[src/rtl/piso_shift_register_if.sv]
// piso_shift_register_if: load handshake and serial output bundle for the PISO transmit register
interface piso_shift_register_if #(
    parameter int N = 8
);
    logic [N-1:0]             I;
    logic                     load_valid;
    logic                     load_ready;
    logic                     shift_en;
    logic                     sout;
    logic                     busy;
    logic                     done;
    logic [$clog2(N+1)-1:0]   bit_cnt;

    modport master (
        output I, load_valid, shift_en,
        input  load_ready, sout, busy, done, bit_cnt
    );

    modport slave (
        input  I, load_valid, shift_en,
        output load_ready, sout, busy, done, bit_cnt
    );
endinterface

[src/rtl/piso_shift_register.sv]
// piso_shift_register: parallel-in serial-out transmitter, MSB-first (LSB-first when PISO_LSB_FIRST_EN is defined)
module piso_shift_register #(
    parameter int   N          = 8,
    parameter logic IDLE_LEVEL = 1'b1
) (
    input logic                   clk,
    input logic                   reset_n,
    piso_shift_register_if.slave  bus
);
    localparam int W = $clog2(N+1);

    typedef enum logic {IDLE, SHIFT} state_t;

    state_t         state_q, state_d;
    logic [N-1:0]   sr_q, sr_d;
    logic [W-1:0]   cnt_q, cnt_d;
    logic           sout_q, sout_d;
    logic           done_q, done_d;
    logic           first_bit, next_bit;
    logic [N-1:0]   sr_shifted;

`ifdef PISO_LSB_FIRST_EN
    assign first_bit  = bus.I[0];
    assign next_bit   = sr_q[1];
    assign sr_shifted = sr_q >> 1;
`else
    assign first_bit  = bus.I[N-1];
    assign next_bit   = sr_q[N-2];
    assign sr_shifted = sr_q << 1;
`endif

    // Next-state: accept a word in IDLE, advance one bit per shift_en tick in SHIFT
    always_comb begin
        state_d = state_q;
        sr_d    = sr_q;
        cnt_d   = cnt_q;
        sout_d  = sout_q;
        done_d  = 1'b0;
        if (state_q == IDLE) begin
            if (bus.load_valid) begin
                state_d = SHIFT;
                sr_d    = bus.I;
                cnt_d   = W'(N);
                sout_d  = first_bit;
            end
        end else if (bus.shift_en) begin
            if (cnt_q == W'(1)) begin
                state_d = IDLE;
                cnt_d   = '0;
                sout_d  = IDLE_LEVEL;
                done_d  = 1'b1;
            end else begin
                sr_d   = sr_shifted;
                cnt_d  = cnt_q - W'(1);
                sout_d = next_bit;
            end
        end
    end

    // State registers; reset aborts any word in flight and suppresses done
    always_ff @(posedge clk or negedge reset_n) begin
        if (!reset_n) begin
            state_q <= IDLE;
            sr_q    <= '0;
            cnt_q   <= '0;
            sout_q  <= IDLE_LEVEL;
            done_q  <= 1'b0;
        end else begin
            state_q <= state_d;
            sr_q    <= sr_d;
            cnt_q   <= cnt_d;
            sout_q  <= sout_d;
            done_q  <= done_d;
        end
    end

    assign bus.load_ready = (state_q == IDLE);
    assign bus.busy       = (state_q == SHIFT);
    assign bus.sout       = sout_q;
    assign bus.done       = done_q;
    assign bus.bit_cnt    = cnt_q;
endmodule

[src/flat_wrapper.sv]
// flat-port wrapper written by rule: the top's interface ports become plain ports
module piso_shift_register_flat 
#(
    parameter int   N          = 8,
    parameter logic IDLE_LEVEL = 1'b1
)
  (clk, reset_n, bus_I, bus_load_valid, bus_shift_en, bus_load_ready, bus_sout, bus_busy, bus_done, bus_bit_cnt);
  piso_shift_register_if #(.N(N)) bus_i ();
  input logic clk;
  input logic reset_n;
  input wire logic [$bits(bus_i.I)-1:0] bus_I;
  input wire logic [$bits(bus_i.load_valid)-1:0] bus_load_valid;
  input wire logic [$bits(bus_i.shift_en)-1:0] bus_shift_en;
  output wire logic [$bits(bus_i.load_ready)-1:0] bus_load_ready;
  output wire logic [$bits(bus_i.sout)-1:0] bus_sout;
  output wire logic [$bits(bus_i.busy)-1:0] bus_busy;
  output wire logic [$bits(bus_i.done)-1:0] bus_done;
  output wire logic [$bits(bus_i.bit_cnt)-1:0] bus_bit_cnt;
  assign bus_i.I = bus_I;
  assign bus_i.load_valid = bus_load_valid;
  assign bus_i.shift_en = bus_shift_en;
  assign bus_load_ready = bus_i.load_ready;
  assign bus_sout = bus_i.sout;
  assign bus_busy = bus_i.busy;
  assign bus_done = bus_i.done;
  assign bus_bit_cnt = bus_i.bit_cnt;
  piso_shift_register #(.N(N), .IDLE_LEVEL(IDLE_LEVEL)) u_core (.clk(clk), .reset_n(reset_n), .bus(bus_i));
endmodule
[config.mk]
export PLATFORM = sky130hd
export DESIGN_NAME = piso_shift_register_flat
export DESIGN_NICKNAME = d
export VERILOG_FILES = /design/src/rtl/piso_shift_register_if.sv /design/src/rtl/piso_shift_register.sv /design/src/flat_wrapper.sv
export SDC_FILE = /design/constraint.sdc
export NUM_CORES = 1
export LEC_CHECK = 0
export CAP_MARGIN = 30
export CORE_MARGIN = 4
export CORE_UTILIZATION = 45
export DETAILED_ROUTE_END_ITERATION = 7
export PLACE_DENSITY = 0.79
export SYNTH_ARGS = -nofsm -noshare
export SYNTH_HDL_FRONTEND = slang
export SYNTH_SLANG_ARGS = --single-unit
[constraint.sdc]
create_clock -name clk -period 1.9 [get_ports clk]
set_input_delay 0.285 -clock clk [delete_from_list [all_inputs] [get_ports clk]]
set_output_delay 0.285 -clock clk [all_outputs]
set_load 0.02 [all_outputs]
---- Word level (Yosys, flattened, before mapping) ----
Index checks and enable logic that the tools add are counted.
storage, ports and cells
  word-level logic and storage cells ...... 32
  register bits ........................... 14
cells by class
  equality and inequality tests ........... 3
  multiplexer cells ....................... 19
  reductions and logical operators ........ 3
  add/sub/neg operators ................... 1
  bitwise logic cells ..................... 1
operator list
  cell                 number
  $mux 7               4
  $mux 4               4
  $mux 1               11
  $eq 4x1->1 const B   1
  $ne 2x2->1 const B   2
  $sub 4x1->4 const B  1
  $reduce_and 3->1     1
  $reduce_and 2->1     1
  $reduce_bool 2->1    1
  $not 1->1            1

---- Logic depth before layout (Yosys ltp) ----
Gate-level depths: netlist (run 1).
  depth after elaboration ................. 4
  gate-level depth with buffers ........... 5

---- Least setup slack after synthesis (run 1) ----
No wires, ideal clock.
  path kind ............................... register to register
  from .................................... reg u_core.cnt_q[1], in the netlist u_core.bus.bit_cnt[1]
  to ...................................... reg u_core.sr_q[0]
  setup slack ............................. 0.213 ns
  arrival time ............................ 1.562 ns
  path buffers ............................ 0
  clock period less this slack ............ 1.687 ns
  cell stages (with the launch flop) ...... 6
  path through ............................ dfrtp_1 > inv_1 > ha_1 > nor3b_1 > o2bb2ai_2 > mux2_2
between the ends
  word-level cells in the longest chain between the ends .. 3
RTL lines
  what                               RTL line                   RTL
  from (decl)                        piso_shift_register.sv:16  logic [W-1:0] cnt_q, cnt_d;
  from (signal assigned)             piso_shift_register.sv:71  cnt_q <= cnt_d;
  $eq 4x1->1                         piso_shift_register.sv:47  if (cnt_q == W'(1)) begin
  $ne 2x2->1 (no source line)        --
  $reduce_and 3->1 (no source line)  --
  to (signal assigned)               piso_shift_register.sv:70  sr_q <= sr_d;
  to (decl)                          piso_shift_register.sv:15  logic [N-1:0] sr_q, sr_d;
No other way between the ends.
A chain may end at the register's enable or synchronous reset.

---- Final worst setup path (run 1) ----
  from .................................... reg u_core.cnt_q[1], in the netlist u_core.bus.bit_cnt[1]
  to ...................................... reg u_core.sr_q[6]
Same word-level chain as after synthesis.

==> impl_metrics.json, run 1 <==
{
  "endpoint_kind": "flop",
  "first_pass_drt_iterations": 4,
  "rows": 14,
  "worst-slew-pin-transition_ns": 0.637,
  "relSlewSlack": 0.574,
  "wl_per_cell_um": 14.8,
  "gpl.final_weighted_congestion": 0.736,
  "synth-seq-cells": 14,
  "fin_skew_ns": 0.00929,
  "worstRegToRegCells": 5,
  "synthFlopType": "sky130_fd_sc_hd__dfrtp_1",
  "max_freq_mhz": 581,
  "number_of_enable_flip_flop_cells_after_synthesis": 0,
  "place_area_sq_um": 941,
  "post_route_cells_drive_above_1_share": 0.286,
  "synth_warnings": 0,
  "post_synth_num_cell_types": 25,
  "final.period_utilization": 0.905,
  "ant_nets": 0,
  "clock_latency_on_the_worst_skew_pair_ns": 0.28,
  "drt-total-wl_mm": 1.48,
  "finalHoldWorstSlack_ns": 0.388,
  "holdBufCountCts": 0,
  "tritoncts": "done",
  "worst-setup-path-type": "reg2reg",
  "nets": 99,
  "die_h_um": 48.0,
  "initial_utilization": 0.478,
  "post-synth-top-area-cell": "sky130_fd_sc_hd__dfrtp_1",
  "hold_viol": 0,
  "yosysTopAreaCellShare": 0.452,
  "placeableCoreArea_sq_um": 1510,
  "vias_per_cell": 5.53,
  "globalRouteTotalUtil": 0.163,
  "cts_setup_buffers": 0,
  "maximum_level_of_the_cts_h_tree": 1,
  "cts_root_buf": "sky130_fd_sc_hd__clkbuf_4",
  "post_synth_most_frequent_cells": "sky130_fd_sc_hd__dfrtp_1 (13), sky130_fd_sc_hd__mux2_2 (13), sky130_fd_sc_hd__o21ai_0 (5)",
  "r2r-end": "u_core.sr_q[6]",
  "hold_path_class": "in2async",
  "synth_top_cells_by_area": "sky130_fd_sc_hd__dfrtp_1 (45%), sky130_fd_sc_hd__mux2_2 (20%), sky130_fd_sc_hd__dfstp_2 (3.7%), sky130_fd_sc_hd__ha_1 (3.5%), sky130_fd_sc_hd__o21ai_0 (3.5%)",
  "crit_path_max_fanout": 7,
  "antenna_violations_before_repair": 0,
  "power_density_nw_per_um2": 1390,
  "drc": 0,
  "final_max_slew_viol_count": 0,
  "rsz0062_at_grt": "no",
  "globalRoute.totalOverflow": 0,
  "cap_violations": 0,
  "die-width_um": 48.0,
  "io_count": 20,
  "detailroute.via_count": 553,
  "synth_seq_area_share": 0.489,
  "post_synth_inst_count": 60,
  "diodes": 0,
  "final_critical_path_setup_slack_ns": 0.180,
  "timing.critical_path.required_ns": 2.07,
  "numCtsBuffers": 3,
  "cts.clk_slew.worst_paths_ns": 0.09,
  "setup_viol_count_final": 0,
  "drt_first_iter_violations": 3,
  "crit_arrival_ns": 1.89,
  "r2r_start": "u_core.bus.bit_cnt[1]",
  "placement.setup.worst_slack_ns": 0.143,
  "async_flop_share": 1.00,
  "run_status": "complete, no violations",
  "dieArea_sq_um": 2300,
  "first_global_vias": 534,
  "worst_setup_path_start_kind": "flop",
  "portBuffers": 19,
  "post_synth.cell_area_avg_sq_um": 12.0,
  "setup_slack_of_the_worst_register_to_register_path_ns": 0.18,
  "synth_fp_nets": 74,
  "grt_pass1_wl_mm": 2.50,
  "setup_total_negative_slack_ns": 0,
  "maximum_number_of_pins_on_one_net_before_global_route_repair": 15,
  "static-leakage-power_nw": 0.452,
  "flow.area_growth_from_synthesis_pct": 35.0,
  "clock_sink_count": 14,
  "min_period_ns": 1.72,
  "synthesis.area_sq_um": 719,
  "max-vdd-ir-drop_v": 0.000828,
  "cts-root-to-sink-buffers": 2,
  "fin_area_sq_um": 971
}
worst max-delay path by stage:
stage | slack [ns] | from | end
final | 0.18 | u_core.bus.bit_cnt[1] | u_core.sr_q[6]
after global routing | 0.07 | u_core.bus.bit_cnt[1] | u_core.sr_q[0]
after CTS | 0.04 | u_core.bus.busy | bus_load_ready
after detailed placement | 0.14 | bus_shift_en | u_core.sr_q[5]
after global placement | 0.15 | bus_shift_en | u_core.sr_q[6]
after floorplan | 0.21 | u_core.bus.bit_cnt[1] | u_core.sr_q[0]
where the power goes:
group,internal [mW],switching (mW)
combinational,0.351,0.284
clock,0.0816,0.0949
sequential,0.421,0.112
total,0.854,0.491
cell families (layout without fill, tap and decap cells):
| family | Yosys count | after routing | synth area share |
|---|---|---|---|
| fa+ha+maj | 2 | 2 | 0.0348 |
| flops | 14 | 14 | 0.489 |
| compound gates | 11 | 11 | 0.110 |
| simple gates | 14 | 14 | 0.118 |
| mux | 14 | 14 | 0.217 |
| buf+inv | 5 | 29 | 0.0313 |
layout make-up:
type	count	area, sq um
inverters	3	11.3
multi-input cells	41	345
flip-flops and latches	14	353
repair buffers	22	215
clock buffers	4	26.3
fillers	118	536
well taps	16	20.0
registers in the layout (all words and copies together) (netlist names):
register / flops
u_core.sr_q: 7
u_core.bus.sout: 1
u_core.bus.done: 1
u_core.bus.bit_cnt: 4
u_core.bus.busy: 1
metal layers:
| layer | global-route usage | vias to the layer above | wire length, um |
|---|---|---|---|
| li1 | - | 269 | - |
| met1 | 0.195 | 265 | 666 |
| met2 | 0.248 | 14 | 714 |
| met3 | 0.0526 | 5 | 66 |
| met4 | 0.108 | 0 | 37 |
| met5 | 0 | - | 0 |
metrics by stage:
stage | std cells | util | power [mW]
final | 100 | 0.645 | 1.35
after global routing | 100 | 0.645 | 1.45
after CTS | 100 | 0.643 | 1.36
after detailed placement | 96 | 0.625 | 1.18
after global placement | 96 | 0.625 | 1.15
after floorplan | 60 | - | 0.925
placed cells by master (no fill, tap or decap), types with 2 or more instances in the layout:
cell type | synthesis | routed
sky130_fd_sc_hd__ha_1 | 2 | 2
sky130_fd_sc_hd__clkdlybuf4s50_1 | 0 | 18
sky130_fd_sc_hd__inv_1 | 3 | 3
sky130_fd_sc_hd__nor2_1 | 2 | 2
sky130_fd_sc_hd__buf_4 | 1 | 3
sky130_fd_sc_hd__nor3b_1 | 2 | 2
sky130_fd_sc_hd__or4_1 | 2 | 2
sky130_fd_sc_hd__nor3_1 | 2 | 2
sky130_fd_sc_hd__mux2_2 | 13 | 13
sky130_fd_sc_hd__dfrtp_1 | 13 | 12
sky130_fd_sc_hd__clkbuf_4 | 0 | 3
sky130_fd_sc_hd__o21ai_0 | 5 | 5
timing repair:
action	4_1_cts	5_1_grt
cloned	0	0
resized for setup	1	1
setup endpoints to repair	1	1
critical path: stages, from the launching register on:
cell	delay (ns)
sky130_fd_sc_hd__dfrtp_1	0.41
sky130_fd_sc_hd__inv_1	0.09
sky130_fd_sc_hd__ha_1	0.21
sky130_fd_sc_hd__nor3b_1	0.17
sky130_fd_sc_hd__o2bb2ai_2	0.34
sky130_fd_sc_hd__mux2_2	0.38
(Power assumes the default switching activity.)
==> run 2, diff against run 1 <==
--- a/config.mk
+++ b/config.mk
@@ -7,9 +7,11 @@
 export LEC_CHECK = 0
 export CAP_MARGIN = 30
 export CORE_MARGIN = 4
-export CORE_UTILIZATION = 45
+export CORE_UTILIZATION = 48
+export CTS_BUF_LIST = sky130_fd_sc_hd__clkbuf_8
+export CTS_CLUSTER_SIZE = 24
 export DETAILED_ROUTE_END_ITERATION = 7
-export PLACE_DENSITY = 0.79
+export PLACE_DENSITY = 0.8
 export SYNTH_ARGS = -nofsm -noshare
 export SYNTH_HDL_FRONTEND = slang
 export SYNTH_SLANG_ARGS = --single-unit
==> impl_metrics.json, run 2 (synthesis gave the netlist of run 1 again) <==
{
  "run_status": "complete, no violations",
  "worst-setup-path-type": "reg2out",
  "hpwlAfterDp_mm": 1.09,
  "maximum_number_of_pins_on_one_net_before_global_route_repair": 15,
  "worstSetupStartpoint": "u_core.bus.busy",
  "maximum_level_of_the_cts_h_tree": 1,
  "fin_skew_ns": 0.00400,
  "cts.clk_slew.worst_paths_ns": 0.06,
  "worst_setup_path_start_kind": "flop",
  "register_name_with_the_most_flops": "u_core.sr_q",
  "final.period_utilization": 0.950,
  "dieArea_sq_um": 2180,
  "r2r_start": "u_core.bus.bit_cnt[1]",
  "diodes": 0,
  "number_of_flip_flops_in_the_largest_register": 7,
  "io_count": 20,
  "final_max_slew_viol_count": 0,
  "grt_pass1_wl_mm": 2.51,
  "first_pass_drt_iterations": 4,
  "placeableCoreArea_sq_um": 1350,
  "setup_total_negative_slack_ns": 0,
  "slowest_delay_ns": 0.63,
  "setup_slack_of_the_worst_register_to_register_path_ns": 0.17,
  "ant_nets": 0,
  "tritoncts": "done",
  "cts-root-to-sink-buffers": 2,
  "globalRouteTotalUtil": 0.170,
  "drc": 0,
  "leading_cell_type_in_the_layout_fill_and_taps_excluded": "sky130_fd_sc_hd__clkdlybuf4s50_1",
  "clock_sink_count": 14,
  "power_density_nw_per_um2": 1490,
  "rows": 13,
  "crit_arrival_ns": 1.52,
  "min_period_ns": 1.80,
  "numCtsBuffers": 3,
  "cap_violations": 0,
  "cts_root_buf": "sky130_fd_sc_hd__clkbuf_8",
  "first_global_vias": 533,
  "clock_latency_on_the_worst_skew_pair_ns": 0.25,
  "hold_path_class": "in2async",
  "drt_first_iter_violations": 11,
  "drt-total-wl_mm": 1.56,
  "crit_path_max_fanout": 12,
  "critPathSlowestCell": "sky130_fd_sc_hd__clkdlybuf4s50_1",
  "portBuffers": 19,
  "antenna_violations_before_repair": 0,
  "max_freq_mhz": 554,
  "post_route_cells_drive_above_1_share": 0.289,
  "die_h_um": 46.7,
  "final_cell_mix": "sky130_fd_sc_hd__clkdlybuf4s50_1 (19), sky130_fd_sc_hd__mux2_2 (13), sky130_fd_sc_hd__dfrtp_1 (12), sky130_fd_sc_hd__o21ai_0 (5), sky130_fd_sc_hd__clkbuf_8 (4)",
  "rsz0062_at_grt": "no",
  "max-vdd-ir-drop_v": 0.000886,
  "wl_per_cell_um": 15.9,
  "r2r-end": "u_core.sr_q[4]",
  "globalRoute.totalOverflow": 0,
  "endpoint_kind": "output port",
  "fillers": 104,
  "cp-endpoint": "bus_load_ready",
  "setup_viol_count_final": 0,
  "static-leakage-power_nw": 0.443,
  "flow.area_growth_from_synthesis_pct": 37.4,
  "detailroute.via_count": 578,
  "timing.critical_path.required_ns": 1.62,
  "relSlewSlack": 0.593,
  "worst-slew-pin-transition_ns": 0.609,
  "gpl.final_weighted_congestion": 0.736,
  "cp_cell_sequence": "inv_1 -> clkdlybuf4s50_1",
  "hold_viol": 0,
  "holdBufCountCts": 0,
  "worstRegToRegCells": 5,
  "initial_utilization": 0.533,
  "vias_per_cell": 5.90,
  "nets": 98,
  "die-width_um": 46.7,
  "finalHoldWorstSlack_ns": 0.420
}
[run 2: cell count changes in the layout (fill, tap and decap cells not counted)]
cell / change
sky130_fd_sc_hd__clkdlybuf4s50_1: +1
sky130_fd_sc_hd__clkbuf_1: -1
sky130_fd_sc_hd__clkbuf_8: +4
sky130_fd_sc_hd__buf_4: -1
sky130_fd_sc_hd__dlymetal6s2s_1: -1
sky130_fd_sc_hd__clkbuf_4: -3
[run 2: critical path, delay by kind of cell, from the launching register on]
kind / cells / cell delay, ns
buf+inv: 2 / 0.78
flops: 1 / 0.49
[run 2: power breakdown]
group | switching [mW] | internal (mW)
clock | 0.107 | 0.184
combinational | 0.285 | 0.351
sequential | 0.119 | 0.422
total | 0.511 | 0.957
[run 2: metrics by stage]
step / cells / setup WS (ns) / total power [mW] / instance area [sq um] / util
3_5_place_dp: 94 / 0.149 / 1.17 / 932 / 0.690
2_1_floorplan: 60 / 0.213 / 0.925 / 719 / -
5_1_grt: 98 / 0.0391 / 1.56 / 988 / 0.732
4_1_cts: 98 / 0.0216 / 1.48 / 987 / 0.731
3_3_place_gp: 94 / 0.160 / 1.15 / 932 / 0.690
6_report: 98 / 0.0958 / 1.47 / 988 / 0.732
[run 2: timing repair]
action                     CTS  global route
buffers inserted             0             0
resized for setup            0             1
setup endpoints to repair    0             1
[run 2: final cells by class]
| class | count | area (sq um) | share of cell area |
|---|---|---|---|
| well taps | 15 | 18.8 | 0.0190 |
| repair buffers | 21 | 205 | 0.208 |
| clock buffers | 4 | 55.1 | 0.0557 |
| inverters | 3 | 11.3 | 0.0114 |
| multi-input cells | 41 | 345 | 0.349 |
| flip-flops and latches | 14 | 353 | 0.357 |
[run 2: worst min-delay path by stage]
stage                         startpoint  slack [ns]               endpoint  depth (start not counted)
after floorplan                  reset_n       -0.01  u_core.bus.bit_cnt[0]                          0
after global placement    u_core.sr_q[3]        0.49         u_core.sr_q[3]                          1
after detailed placement  u_core.sr_q[0]        0.50         u_core.sr_q[0]                          1
after CTS                        reset_n        0.45  u_core.bus.bit_cnt[0]                          1
after global routing             reset_n        0.48  u_core.bus.bit_cnt[2]                          1
final                            reset_n        0.42  u_core.bus.bit_cnt[2]                          1
[run 2: routing by layer]
metal / vias up / global-route usage / wire length, um / share of wire
met2: 21 / 0.261 / 762 / 0.49
met3: 2 / 0.0508 / 112 / 0.072
met4: 0 / 0.0829 / 10 / 0.0064
met5: - / 0 / 0 / 0
met1: 289 / 0.217 / 673 / 0.43
li1: 266 / - / - / -
==> run 3, diff against run 2 <==
--- a/config.mk
+++ b/config.mk
@@ -7,11 +7,13 @@
 export LEC_CHECK = 0
 export CAP_MARGIN = 30
 export CORE_MARGIN = 4
-export CORE_UTILIZATION = 48
+export CORE_UTILIZATION = 52
 export CTS_BUF_LIST = sky130_fd_sc_hd__clkbuf_8
 export CTS_CLUSTER_SIZE = 24
 export DETAILED_ROUTE_END_ITERATION = 7
-export PLACE_DENSITY = 0.8
+export MAX_ROUTING_LAYER = met4
+export PLACE_DENSITY = 0.86
+export SETUP_SLACK_MARGIN = 0.05
 export SYNTH_ARGS = -nofsm -noshare
 export SYNTH_HDL_FRONTEND = slang
 export SYNTH_SLANG_ARGS = --single-unit
==> constraint.sdc (replaced) <==
create_clock -name clk -period 2.2 [get_ports clk]
set_input_delay 0.33 -clock clk [delete_from_list [all_inputs] [get_ports clk]]
set_output_delay 0.33 -clock clk [all_outputs]
set_load 0.02 [all_outputs]
==> impl_metrics.json, run 3 (synthesis gave the netlist of run 1 again) <==
{
  "run_status": "complete, no violations",
  "die_h_um": 45.2,
  "critPathSlowestCell": "sky130_fd_sc_hd__clkdlybuf4s50_1",
  "final_cell_mix": "sky130_fd_sc_hd__clkdlybuf4s50_1 (19), sky130_fd_sc_hd__mux2_2 (13), sky130_fd_sc_hd__dfrtp_1 (13), sky130_fd_sc_hd__o21ai_0 (5), sky130_fd_sc_hd__clkbuf_8 (4)",
  "hold_viol": 0,
  "tritoncts": "done",
  "final-seq-area_sq_um": 352,
  "wl_per_cell_um": 16.3,
  "cts.clk_slew.worst_paths_ns": 0.06,
  "placeableCoreArea_sq_um": 1300,
  "worst-setup-path-type": "reg2out",
  "min_period_ns": 1.90,
  "endpoint_kind": "output port",
  "cap_violations": 0,
  "clock_latency_on_the_worst_skew_pair_ns": 0.24,
  "cts-root-to-sink-buffers": 2,
  "setup_total_negative_slack_ns": 0,
  "nets": 97,
  "worstRegToRegCells": 5,
  "fillers": 90,
  "rows": 13,
  "worst_setup_path_start_kind": "flop",
  "r2r-end": "u_core.sr_q[4]",
  "cts_resized": 0,
  "vias_per_cell": 5.74,
  "initial_utilization": 0.553,
  "crit_path_max_fanout": 12,
  "rsz0062_at_grt": "no",
  "static-leakage-power_nw": 0.439,
  "holdBufCountCts": 0,
  "power_density_nw_per_um2": 1290,
  "post-layout-total-power_mw": 1.27,
  "clock_sink_count": 14,
  "gpl.final_weighted_congestion": 0.775,
  "worst-slew-pin-transition_ns": 0.614,
  "diodes": 0,
  "maximum_number_of_pins_on_one_net_before_global_route_repair": 15,
  "io_count": 20,
  "leading_cell_type_in_the_layout_fill_and_taps_excluded": "sky130_fd_sc_hd__clkdlybuf4s50_1",
  "cp-endpoint": "bus_load_ready",
  "ant_nets": 0,
  "timing.critical_path.required_ns": 1.87,
  "setup_slack_of_the_worst_register_to_register_path_ns": 0.45,
  "crit_arrival_ns": 1.57,
  "globalRoute.totalOverflow": 0,
  "detailroute.via_count": 557,
  "dieArea_sq_um": 2040,
  "cts_setup_buffers": 0,
  "final.period_utilization": 0.863,
  "setup_viol_count_final": 0,
  "max-vdd-ir-drop_v": 0.000848,
  "first_global_vias": 564,
  "die-width_um": 45.2,
  "drt-total-wl_mm": 1.58,
  "fin_skew_ns": 0.00124,
  "cp_cell_sequence": "inv_1 -> clkdlybuf4s50_1",
  "post_route_cells_drive_above_1_share": 0.268,
  "maximum_level_of_the_cts_h_tree": 1,
  "relSlewSlack": 0.590,
  "antenna_violations_before_repair": 0,
  "grt_pass1_wl_mm": 2.66,
  "drc": 0,
  "final_max_slew_viol_count": 0,
  "flow.area_growth_from_synthesis_pct": 36.2,
  "max_freq_mhz": 527,
  "hpwlAfterDp_mm": 1.10,
  "globalRouteTotalUtil": 0.190,
  "r2r_start": "u_core.bus.bit_cnt[1]",
  "slowest_delay_ns": 0.62,
  "multi_input_area_sq_um": 345,
  "cts_root_buf": "sky130_fd_sc_hd__clkbuf_8",
  "drt_first_iter_violations": 18,
  "portBuffers": 19,
  "hold_path_class": "in2async",
  "numCtsBuffers": 3,
  "number_of_flip_flops_in_the_largest_register": 7,
  "register_name_with_the_most_flops": "u_core.sr_q",
  "worstSetupStartpoint": "u_core.bus.busy",
  "first_pass_drt_iterations": 4
}
[run 3: per-stage QoR]
stage / utilization / hold WS, ns / instance area [sq um] / std cells / setup slack, ns
after floorplan: - / 0.0344 / 719 / 60 / 0.513
after global placement: 0.711 / 0.485 / 925 / 93 / 0.291
after detailed placement: 0.711 / 0.495 / 925 / 93 / 0.230
after CTS: 0.753 / 0.487 / 980 / 97 / 0.293
after global routing: 0.753 / 0.524 / 980 / 97 / 0.193
final: 0.753 / 0.472 / 980 / 97 / 0.301
[run 3: worst min-delay path by stage]
stage	to
5_1_grt	u_core.sr_q[0]
3_5_place_dp	u_core.sr_q[0]
2_1_floorplan	u_core.bus.bit_cnt[0]
3_3_place_gp	u_core.sr_q[3]
6_report	u_core.sr_q[0]
4_1_cts	u_core.sr_q[0]
[run 3: final cells by class]
class,count,share of cell area
Multi-Input combinational cell,41,0.352
Clock buffer,4,0.0562
Inverter,3,0.0115
Tap cell,15,0.0192
Sequential cell,14,0.359
Timing Repair Buffer,20,0.202
[run 3: layer usage]
| metal | part of all wire | GRT usage |
|---|---|---|
| met1 | 0.43 | 0.236 |
| met2 | 0.50 | 0.294 |
| met3 | 0.049 | 0.0518 |
| met4 | 0.016 | 0.0702 |
| met5 | 0 | - |
[run 3: worst max-delay path, delay by kind of cell (launching register included)]
family	cells	cell delay (ns)
buffers and inverters	2	0.80
flip-flops	1	0.52
[run 3: report_power, final]
group          internal [mW]  switching, mW  total, mW
clock network          0.158         0.0894      0.248
registers              0.364          0.105      0.469
logic                  0.302          0.249      0.552
total                  0.824          0.444       1.27
